## src/rtl/surf4_i2c_arbiter.sv

```systemverilog
// -----------------------------------------------------------------------------
// surf4_i2c_arbiter
//
// Round-robin arbiter that shares the single 8-bit WISHBONE port of the I2C
// core between NUM_MASTERS requesters. It replaces the fixed grant-bit mux.
// A master that holds its lock input keeps the grant across cyc gaps, so it
// can chain several START..STOP sequences without being pre-empted.
//
// Ownership FSM: IDLE -> OWNED <-> LOCKED -> IDLE. Every change of owner
// passes through one IDLE cycle, so the core always sees cyc low for at least
// one cycle between different owners, and the grant never moves while
// i2c_cyc_o is high.
//
// Optional feature (macro SURF4_I2C_ARB_TIMEOUT_EN):
//   An ownership watchdog. A 16-bit counter clears on every grant change and
//   on every core ack, and counts cycles spent in OWNED/LOCKED. When it
//   reaches TIMEOUT_CYCLES the arbiter drops to IDLE, pulses m_err_o for the
//   owner if its stb is high, and sets the sticky timeout_o. The timed-out
//   master must drop cyc before it can be granted again.
//   Without the macro the watchdog and timeout_o do not exist.
//
// Ports:
//   clk_i, rst_n_i        clock, asynchronous active-low reset
//   m_cyc_i/stb_i/we_i    per-master WB control, one bit per master
//   m_adr_i               per-master 7-bit address, master k at [7k+6:7k]
//   m_dat_i               per-master write data,  master k at [8k+7:8k]
//   m_lock_i              per-master bus lock
//   m_ack_o/err_o/rty_o   per-master termination, routed to the owner only
//   m_dat_o               read data, broadcast to all masters
//   gnt_o                 one-hot current owner, zero when idle
//   i2c_*                 WB master port towards the I2C core (sel tied 0)
//   timeout_o             sticky watchdog flag (macro builds only)
// -----------------------------------------------------------------------------
module surf4_i2c_arbiter #(
    parameter int NUM_MASTERS    = 2,
    parameter int TIMEOUT_CYCLES = 65535
) (
    input  logic                       clk_i,
    input  logic                       rst_n_i,
    input  logic [NUM_MASTERS-1:0]     m_cyc_i,
    input  logic [NUM_MASTERS-1:0]     m_stb_i,
    input  logic [NUM_MASTERS-1:0]     m_we_i,
    input  logic [7*NUM_MASTERS-1:0]   m_adr_i,
    input  logic [8*NUM_MASTERS-1:0]   m_dat_i,
    input  logic [NUM_MASTERS-1:0]     m_lock_i,
    output logic [NUM_MASTERS-1:0]     m_ack_o,
    output logic [NUM_MASTERS-1:0]     m_err_o,
    output logic [NUM_MASTERS-1:0]     m_rty_o,
    output logic [7:0]                 m_dat_o,
    output logic [NUM_MASTERS-1:0]     gnt_o,
    output logic                       i2c_cyc_o,
    output logic                       i2c_stb_o,
    output logic                       i2c_we_o,
    output logic [6:0]                 i2c_adr_o,
    output logic [7:0]                 i2c_dat_o,
    output logic                       i2c_sel_o,
    input  logic [7:0]                 i2c_dat_i,
    input  logic                       i2c_ack_i,
    input  logic                       i2c_err_i,
    input  logic                       i2c_rty_i
`ifdef SURF4_I2C_ARB_TIMEOUT_EN
    ,
    output logic                       timeout_o
`endif
);

    // Elaboration-time guard: an illegal configuration instantiates a module
    // that does not exist, so the build stops instead of producing bad logic.
    localparam bit CFG_OK = (NUM_MASTERS >= 2) && (NUM_MASTERS <= 4) &&
                            (TIMEOUT_CYCLES >= 16) && (TIMEOUT_CYCLES <= 65535);
    generate
        if (!CFG_OK) begin : g_bad_cfg
            surf4_i2c_arbiter_illegal_configuration u_bad_cfg ();
        end
    endgenerate

    typedef enum logic [1:0] {
        ST_IDLE   = 2'd0,
        ST_OWNED  = 2'd1,
        ST_LOCKED = 2'd2
    } state_t;

    state_t                 state_reg, state_next;
    logic [NUM_MASTERS-1:0] owner_reg, owner_next;   // one-hot, zero in IDLE
    logic [NUM_MASTERS-1:0] ptr_reg, ptr_next;       // one-hot priority pointer
    logic [NUM_MASTERS-1:0] eligible;
    logic [NUM_MASTERS-1:0] win_oh;

    logic [NUM_MASTERS-1:0] own_cyc_v, own_stb_v, own_we_v, own_lock_v;
    logic [6:0]             own_adr_v [NUM_MASTERS];
    logic [7:0]             own_dat_v [NUM_MASTERS];
    logic                   owner_cyc, owner_stb, owner_we, owner_lock;
    logic [6:0]             owner_adr;
    logic [7:0]             owner_dat;
    logic                   owned;

    logic                   to_hit;                  // watchdog expires this cycle
    logic [NUM_MASTERS-1:0] to_err;                  // watchdog err pulse

    // ---------------------------------------------------------------------
    // Owner select: mask every master's signals with its grant bit, then
    // OR-reduce. owner_reg is one-hot, so at most one term is non-zero.
    // ---------------------------------------------------------------------
    generate
        for (genvar gi = 0; gi < NUM_MASTERS; gi++) begin : g_mask
            assign own_cyc_v[gi]  = owner_reg[gi] & m_cyc_i[gi];
            assign own_stb_v[gi]  = owner_reg[gi] & m_stb_i[gi];
            assign own_we_v[gi]   = owner_reg[gi] & m_we_i[gi];
            assign own_lock_v[gi] = owner_reg[gi] & m_lock_i[gi];
            assign own_adr_v[gi]  = owner_reg[gi] ? m_adr_i[7*gi +: 7] : 7'd0;
            assign own_dat_v[gi]  = owner_reg[gi] ? m_dat_i[8*gi +: 8] : 8'd0;
        end
    endgenerate

    assign owner_cyc  = |own_cyc_v;
    assign owner_stb  = |own_stb_v;
    assign owner_we   = |own_we_v;
    assign owner_lock = |own_lock_v;

    always_comb begin
        owner_adr = 7'd0;
        owner_dat = 8'd0;
        for (int k = 0; k < NUM_MASTERS; k++) begin
            owner_adr = owner_adr | own_adr_v[k];
            owner_dat = owner_dat | own_dat_v[k];
        end
    end

    // ---------------------------------------------------------------------
    // Round-robin winner: first eligible requester at or after the pointer.
    // Offsets are scanned from the farthest to the nearest so the nearest
    // hit overwrites the others.
    // ---------------------------------------------------------------------
    always_comb begin
        win_oh = '0;
        for (int off = NUM_MASTERS - 1; off >= 0; off--) begin
            for (int k = 0; k < NUM_MASTERS; k++) begin
                if (ptr_reg[k] && eligible[(k + off) % NUM_MASTERS]) begin
                    win_oh = '0;
                    win_oh[(k + off) % NUM_MASTERS] = 1'b1;
                end
            end
        end
    end

    // ---------------------------------------------------------------------
    // Ownership FSM
    // ---------------------------------------------------------------------
    always_ff @(posedge clk_i or negedge rst_n_i) begin
        if (!rst_n_i) begin
            state_reg <= ST_IDLE;
            owner_reg <= '0;
            ptr_reg   <= NUM_MASTERS'(1);    // master 0 has top priority
        end else begin
            state_reg <= state_next;
            owner_reg <= owner_next;
            ptr_reg   <= ptr_next;
        end
    end

    always_comb begin
        state_next = state_reg;
        owner_next = owner_reg;
        ptr_next   = ptr_reg;
        case (state_reg)
            ST_IDLE: begin
                if (|win_oh) begin
                    state_next = ST_OWNED;
                    owner_next = win_oh;
                    // Pointer moves to the master just after the winner.
                    ptr_next   = {win_oh[NUM_MASTERS-2:0], win_oh[NUM_MASTERS-1]};
                end
            end
            ST_OWNED: begin
                if (!owner_cyc) begin
                    if (owner_lock) begin
                        state_next = ST_LOCKED;
                    end else begin
                        state_next = ST_IDLE;
                        owner_next = '0;
                    end
                end
            end
            ST_LOCKED: begin
                if (owner_cyc) begin
                    state_next = ST_OWNED;
                end else if (!owner_lock) begin
                    state_next = ST_IDLE;
                    owner_next = '0;
                end
            end
            default: begin
                state_next = ST_IDLE;
                owner_next = '0;
            end
        endcase
        if (to_hit) begin
            state_next = ST_IDLE;
            owner_next = '0;
        end
    end

`ifdef SURF4_I2C_ARB_TIMEOUT_EN
    // ---------------------------------------------------------------------
    // Ownership watchdog
    // ---------------------------------------------------------------------
    logic [15:0]            cnt_reg, cnt_next;
    logic                   timeout_reg;
    logic [NUM_MASTERS-1:0] blocked_reg, blocked_next;

    // cnt_reg holds the number of ownership cycles already completed, so it
    // equals TIMEOUT_CYCLES-1 during the TIMEOUT_CYCLES-th owned cycle.
    assign to_hit   = (state_reg != ST_IDLE) && (cnt_reg == 16'(TIMEOUT_CYCLES - 1));
    assign to_err   = (to_hit && owner_stb) ? owner_reg : '0;
    assign eligible = m_cyc_i & ~blocked_reg;

    always_comb begin
        cnt_next = cnt_reg;
        if ((owner_next != owner_reg) || i2c_ack_i) begin
            cnt_next = 16'd0;
        end else if (state_reg != ST_IDLE) begin
            cnt_next = cnt_reg + 16'd1;
        end
        // A timed-out master stays blocked until it lowers cyc.
        blocked_next = (blocked_reg | (to_hit ? owner_reg : '0)) & m_cyc_i;
    end

    always_ff @(posedge clk_i or negedge rst_n_i) begin
        if (!rst_n_i) begin
            cnt_reg     <= 16'd0;
            timeout_reg <= 1'b0;
            blocked_reg <= '0;
        end else begin
            cnt_reg     <= cnt_next;
            timeout_reg <= timeout_reg | to_hit;
            blocked_reg <= blocked_next;
        end
    end

    assign timeout_o = timeout_reg;
`else
    assign to_hit   = 1'b0;
    assign to_err   = '0;
    assign eligible = m_cyc_i;
`endif

    // ---------------------------------------------------------------------
    // Datapath to the core and back to the masters. IDLE and LOCKED present
    // an idle bus; reset forces IDLE asynchronously, so everything reads 0.
    // ---------------------------------------------------------------------
    assign owned     = (state_reg == ST_OWNED);
    assign gnt_o     = owner_reg;
    assign i2c_cyc_o = owned & owner_cyc;
    assign i2c_stb_o = owned & owner_stb;
    assign i2c_we_o  = owned & owner_we;
    assign i2c_adr_o = owned ? owner_adr : 7'd0;
    assign i2c_dat_o = owned ? owner_dat : 8'd0;
    assign i2c_sel_o = 1'b0;

    assign m_dat_o = i2c_dat_i;
    assign m_ack_o = (owned && i2c_ack_i) ? owner_reg : '0;
    assign m_err_o = ((owned && i2c_err_i) ? owner_reg : '0) | to_err;
    assign m_rty_o = (owned && i2c_rty_i) ? owner_reg : '0;

endmodule
```

## config.mk

```make
export PLATFORM = sky130hd
export DESIGN_NAME = surf4_i2c_arbiter
export DESIGN_NICKNAME = d
export VERILOG_FILES = /design/src/rtl/surf4_i2c_arbiter.sv
export SDC_FILE = /design/constraint.sdc
export NUM_CORES = 1
export LEC_CHECK = 0
export ABC_CLOCK_PERIOD_IN_PS = 1290
export BUFFER_PORTS_ARGS = -buffer_cell sky130_fd_sc_hd__buf_4
export CAP_MARGIN = 40
export CORE_MARGIN = 3
export CORE_UTILIZATION = 30
export DETAILED_ROUTE_END_ITERATION = 12
export PLACE_DENSITY = 0.85
export SYNTH_ARGS = -nofsm -noshare
export SYNTH_HDL_FRONTEND = slang
export SYNTH_SLANG_ARGS = --single-unit
```

## constraint.sdc

```tcl
create_clock -name clk_i -period 1.29 [get_ports clk_i]
set_input_delay 0.129 -clock clk_i [delete_from_list [all_inputs] [get_ports clk_i]]
set_output_delay 0.129 -clock clk_i [all_outputs]
set_load 0.01 [all_outputs]
```

Word-level counts from Yosys, hierarchy flattened. Index checks and enable logic that the tools add are counted.

Register bits: 6. Input port bits: 51. Output and inout bits: 35. Logic and storage cells: 62.

Equality and inequality tests: 7. Multiplexer cells: 22. Bitwise operators: 13. Reduce and logical (&&, ||, !) cells: 17.

Operators by type and width (number): 2-bit 2-to-1 mux (14); 8-bit 2-to-1 mux (3); 7-bit 2-to-1 mux (3); 2-bit OR reduction (6); 1-bit bitwise AND (11); 2-bit != test (second input constant) (4); 8-bit OR (1); 1-bit logical AND (7); 7-bit OR (1); 2-bit case mux with 3 select lines (1); 3-bit AND reduction (2); 2-bit case mux with 2 select lines (1); 3-bit != test (second input constant) (1); 2-bit by 1-bit == test with 1-bit output (second input constant) (1); 2-bit == test (second input constant) (1); 2-bit zero test (1); 2-bit AND reduction (1).

Logic depth before layout (Yosys ltp).
Depth after elaboration: 8. Gate-level depth with buffers: 5. Gate-level depth less buffers: 5.

Least setup slack after synthesis. Ideal clock, no wire load.

Path kind: register to register. Start point: register owner_reg[0] (netlist: gnt_o[0]). End point: register state_reg[0]. Setup time: 0.128 ns. Arrival: 1.251 ns. Data required time: 1.162 ns. Path slack: -0.089 ns. Stages on the path, launching flop included: 4. Path buffers: 0. Clock period less this slack: 1.379 ns. Path through: dfrtp_1 > a22o_4 > o211ai_2 > mux2_1.

Cells in the longest elaborated chain, start to end: 4. Elaborated cells between the ends (all ways): 9. Those cells by class: eq/ne (2); mux (2); bitwise (2); reduce/logical (3).

RTL lines: start: declaration (line 84) `logic [NUM_MASTERS-1:0] owner_reg, owner_next;`; start signal: assignment (line 156) `owner_reg <= owner_next;`; 1-bit bitwise AND, on equally long branches (line 106, 109); 2-bit OR reduction, on equally long branches (line 115, 118); 3-bit != test (no line) (tied with other cells); 3-bit AND reduction (no line) / 2-bit case mux with 3 select lines (equally long branches); end signal: assignment (line 155) `state_reg <= state_next;`; end: declaration (line 83) `state_t state_reg, state_next;`.

Parallel ways exist; a longest one is shown, timed or not. A chain may end at the register's enable or synchronous reset.

Worst setup path in the final report.
Start point: register state_reg[1]. End point: output port m_ack_o[0].

Cells in the longest elaborated chain, start to end: 3.

RTL lines: 2-bit by 1-bit == test with 1-bit output (line 251) `assign owned = (state_reg == ST_OWNED);`; 1-bit logical AND (line 261) `assign m_ack_o = (owned && i2c_ack_i) ? owner_reg : '0;`; 2-bit 2-to-1 mux (line 261); end: declaration (line 46) `output logic [NUM_MASTERS-1:0] m_ack_o,`.

Every way passes these cells.

==> flow_summary.json <==
{
  "outcome": "finished, violations left",
  "violations": "setup timing",
  "reg2reg_depth": 5,
  "cts_buffer_depth": 2,
  "synth_area_per_cell_sq_um": 8.03,
  "grt_max_degree": 22,
  "cts_tree": "done",
  "nets": 219,
  "setup_ws_ns": -0.140,
  "hold_path.class": "input port to register",
  "max_freq_mhz": 699,
  "cp-end-kind": "output pin",
  "cts_buffers": 3,
  "grt_pass1_wl_microns": 4520,
  "dp_slack_ns": -0.110,
  "criticalPathCategory": "register to output pin",
  "start_util_pct": 32.8,
  "clkSinkCount": 6,
  "grt_remaining_overflow": 0,
  "htreeDepth": 1,
  "p_total_uw": 2580,
  "dieArea_sq_mm": 0.00315,
  "synth_edf_count": 0,
  "drive_gt1_share_pct": 71.2,
  "synth_ff_type": "dfrtp_1",
  "synthDistinctLibCells": 24,
  "dr.pass1.iters": 4,
  "crit_fanout": 12,
  "rsz0062_at_grt": "true",
  "final_cell_mix": "buf_4, a22oi_2, a22oi_1, nor2b_2, buf_6",
  "leakage_uw": 0.000745,
  "rows": 17,
  "finalSetupViolations": 28,
  "critPathLaunchType": "register",
  "synth_seq_cells": 6,
  "p_per_area_mw_per_mm2": 1720,
  "clk_pin_slew_ns": 0.05,
  "final_antenna_net_count": 0,
  "fp.dieH_microns": 56.2,
  "crit_required_ns": 1.16,
  "syn-cell-area_sq_um": 754,
  "wl_per_cell_microns": 16.0,
  "min_path_cells": 3,
  "ys_seq_area_share_pct": 20.1,
  "min_period_ns": 1.43,
  "die_w_microns": 56.2,
  "io_pins": 86,
  "drt_iter0_drc": 45,
  "slew_viol_final": 0,
  "syn_inst": 94,
  "grt.total_usage_pct": 17.8,
  "maxCapViolCount": 0,
  "antenna_found_initial": 0,
  "tns_ns": -3.22,
  "syn_nets": 149,
  "fillCellCount": 184,
  "ir_drop_v": 0.00111,
  "fin_crit_sh_pct": 111,
  "antenna_cells": 0,
  "io_buffers": 68,
  "place_congestion": 0.890,
  "drc_errors": 0,
  "fin_hold_ws_ns": 0.216,
  "core_area_sq_mm": 0.00230,
  "vias_per_cell": 5.19,
  "root_buffer": "clkbuf_4",
  "num_vias": 992,
  "ys_warn_count": 0,
  "clk_latency_ns": 0.25,
  "final_common_cell": "buf_4",
  "grt_pass1_vias": 1026,
  "hold_viol": 0,
  "dp_hpwl_microns": 2200,
  "drt-total-wl_microns": 3060,
  "clock_skew_ns": 0.00569,
  "synthArstFlopShare_pct": 100,
  "syn2layout_area_growth_pct": 98.7,
  "crit_arrival_ns": 1.30
}
-- final cells by class --
class / instances / area, sq um / area share (%)
clock buffers: 4 / 26.3 / 1.75
inverters: 5 / 18.8 / 1.25
multi-input cells: 68 / 623 / 41.6
flip-flops and latches: 6 / 154 / 10.3
well taps: 28 / 35.0 / 2.34
repair buffers: 80 / 642 / 42.8
-- cells in the mapped netlist, drive strengths merged, types with 2 or more instances --
master / count / area share [%]
a21oi: 3 / 2.0
buf: 9 / 9.0
and3: 6 / 5.0
clkbuf: 6 / 3.0
dfrtp: 5 / 17
nor2: 2 / 1.0
a22oi: 17 / 17
a22o: 3 / 4.6
mux2: 2 / 3.5
inv: 5 / 2.5
nand2: 5 / 2.5
ha: 4 / 6.6
o211ai: 2 / 2.7
o22ai: 2 / 1.7
nor2b: 17 / 14
-- per-stage QoR --
| step | cell area [sq um] | cells | utilization [%] |
|---|---|---|---|
| 2_1_floorplan | 757 | 94 | - |
| 3_3_place_gp | 1270 | 183 | 55.4 |
| 3_5_place_dp | 1270 | 183 | 55.4 |
| 4_1_cts | 1430 | 190 | 62.1 |
| 5_1_grt | 1500 | 191 | 65.3 |
| 6_report | 1500 | 191 | 65.3 |
-- worst paths after layout --
| check | start | to | slack, ns |
|---|---|---|---|
| min reg2reg | gnt_o[1] | gnt_o[1] | 0.60 |
| max in group asynchronous | rst_n_i | ptr_reg[0] | 0.85 |
| max | state_reg[1] | m_ack_o[0] | -0.14 |
| min in group asynchronous | rst_n_i | ptr_reg[1] | 0.23 |
| min | m_cyc_i[1] | ptr_reg[0] | 0.22 |
| max reg2reg | state_reg[0] | state_reg[0] | -0.14 |
-- logic make-up (layout without fill, tap and decap cells) --
| group | after synthesis | after routing | synth area share, % |
|---|---|---|---|
| fa+ha+maj | 4 | 4 | 6.63 |
| flops | 6 | 6 | 20.1 |
| simple gates | 31 | 31 | 23.6 |
| compound gates | 29 | 29 | 30.0 |
| other cells | 1 | 1 | 0.497 |
| buf+inv | 20 | 89 | 14.4 |
| mux | 3 | 3 | 4.81 |
-- report_power, final --
group	switching, uW	total, uW	leakage, uW	internal [uW]
logic	898	2020	0.000658	1130
clock network	78.8	197	0.0000150	118
registers	75.3	360	0.0000718	285
-- routing by layer --
layer	track usage (%)	up-vias	wire length, microns
met5	0	-	0
met1	16.9	470	1130
met3	6.26	7	249
met2	34.4	47	1640
met4	6.78	0	42
li1	-	468	-
-- critical path, stage by stage (launching register included) --
cell and delay (ns):
dfrtp_1 0.38, inv_2 0.10, ha_4 0.16, buf_6 0.12, and3_1 0.16, buf_4 0.12
-- timing repair --
action	CTS	global route
hold buffers	1	0
resized for setup	23	18
pin swaps	2	3
gates cloned	0	0
endpoints found under the hold margin	6	0
buffers inserted	2	1
endpoints found under the setup margin	30	30
Note: power is estimated with default switching activity, not from simulation.
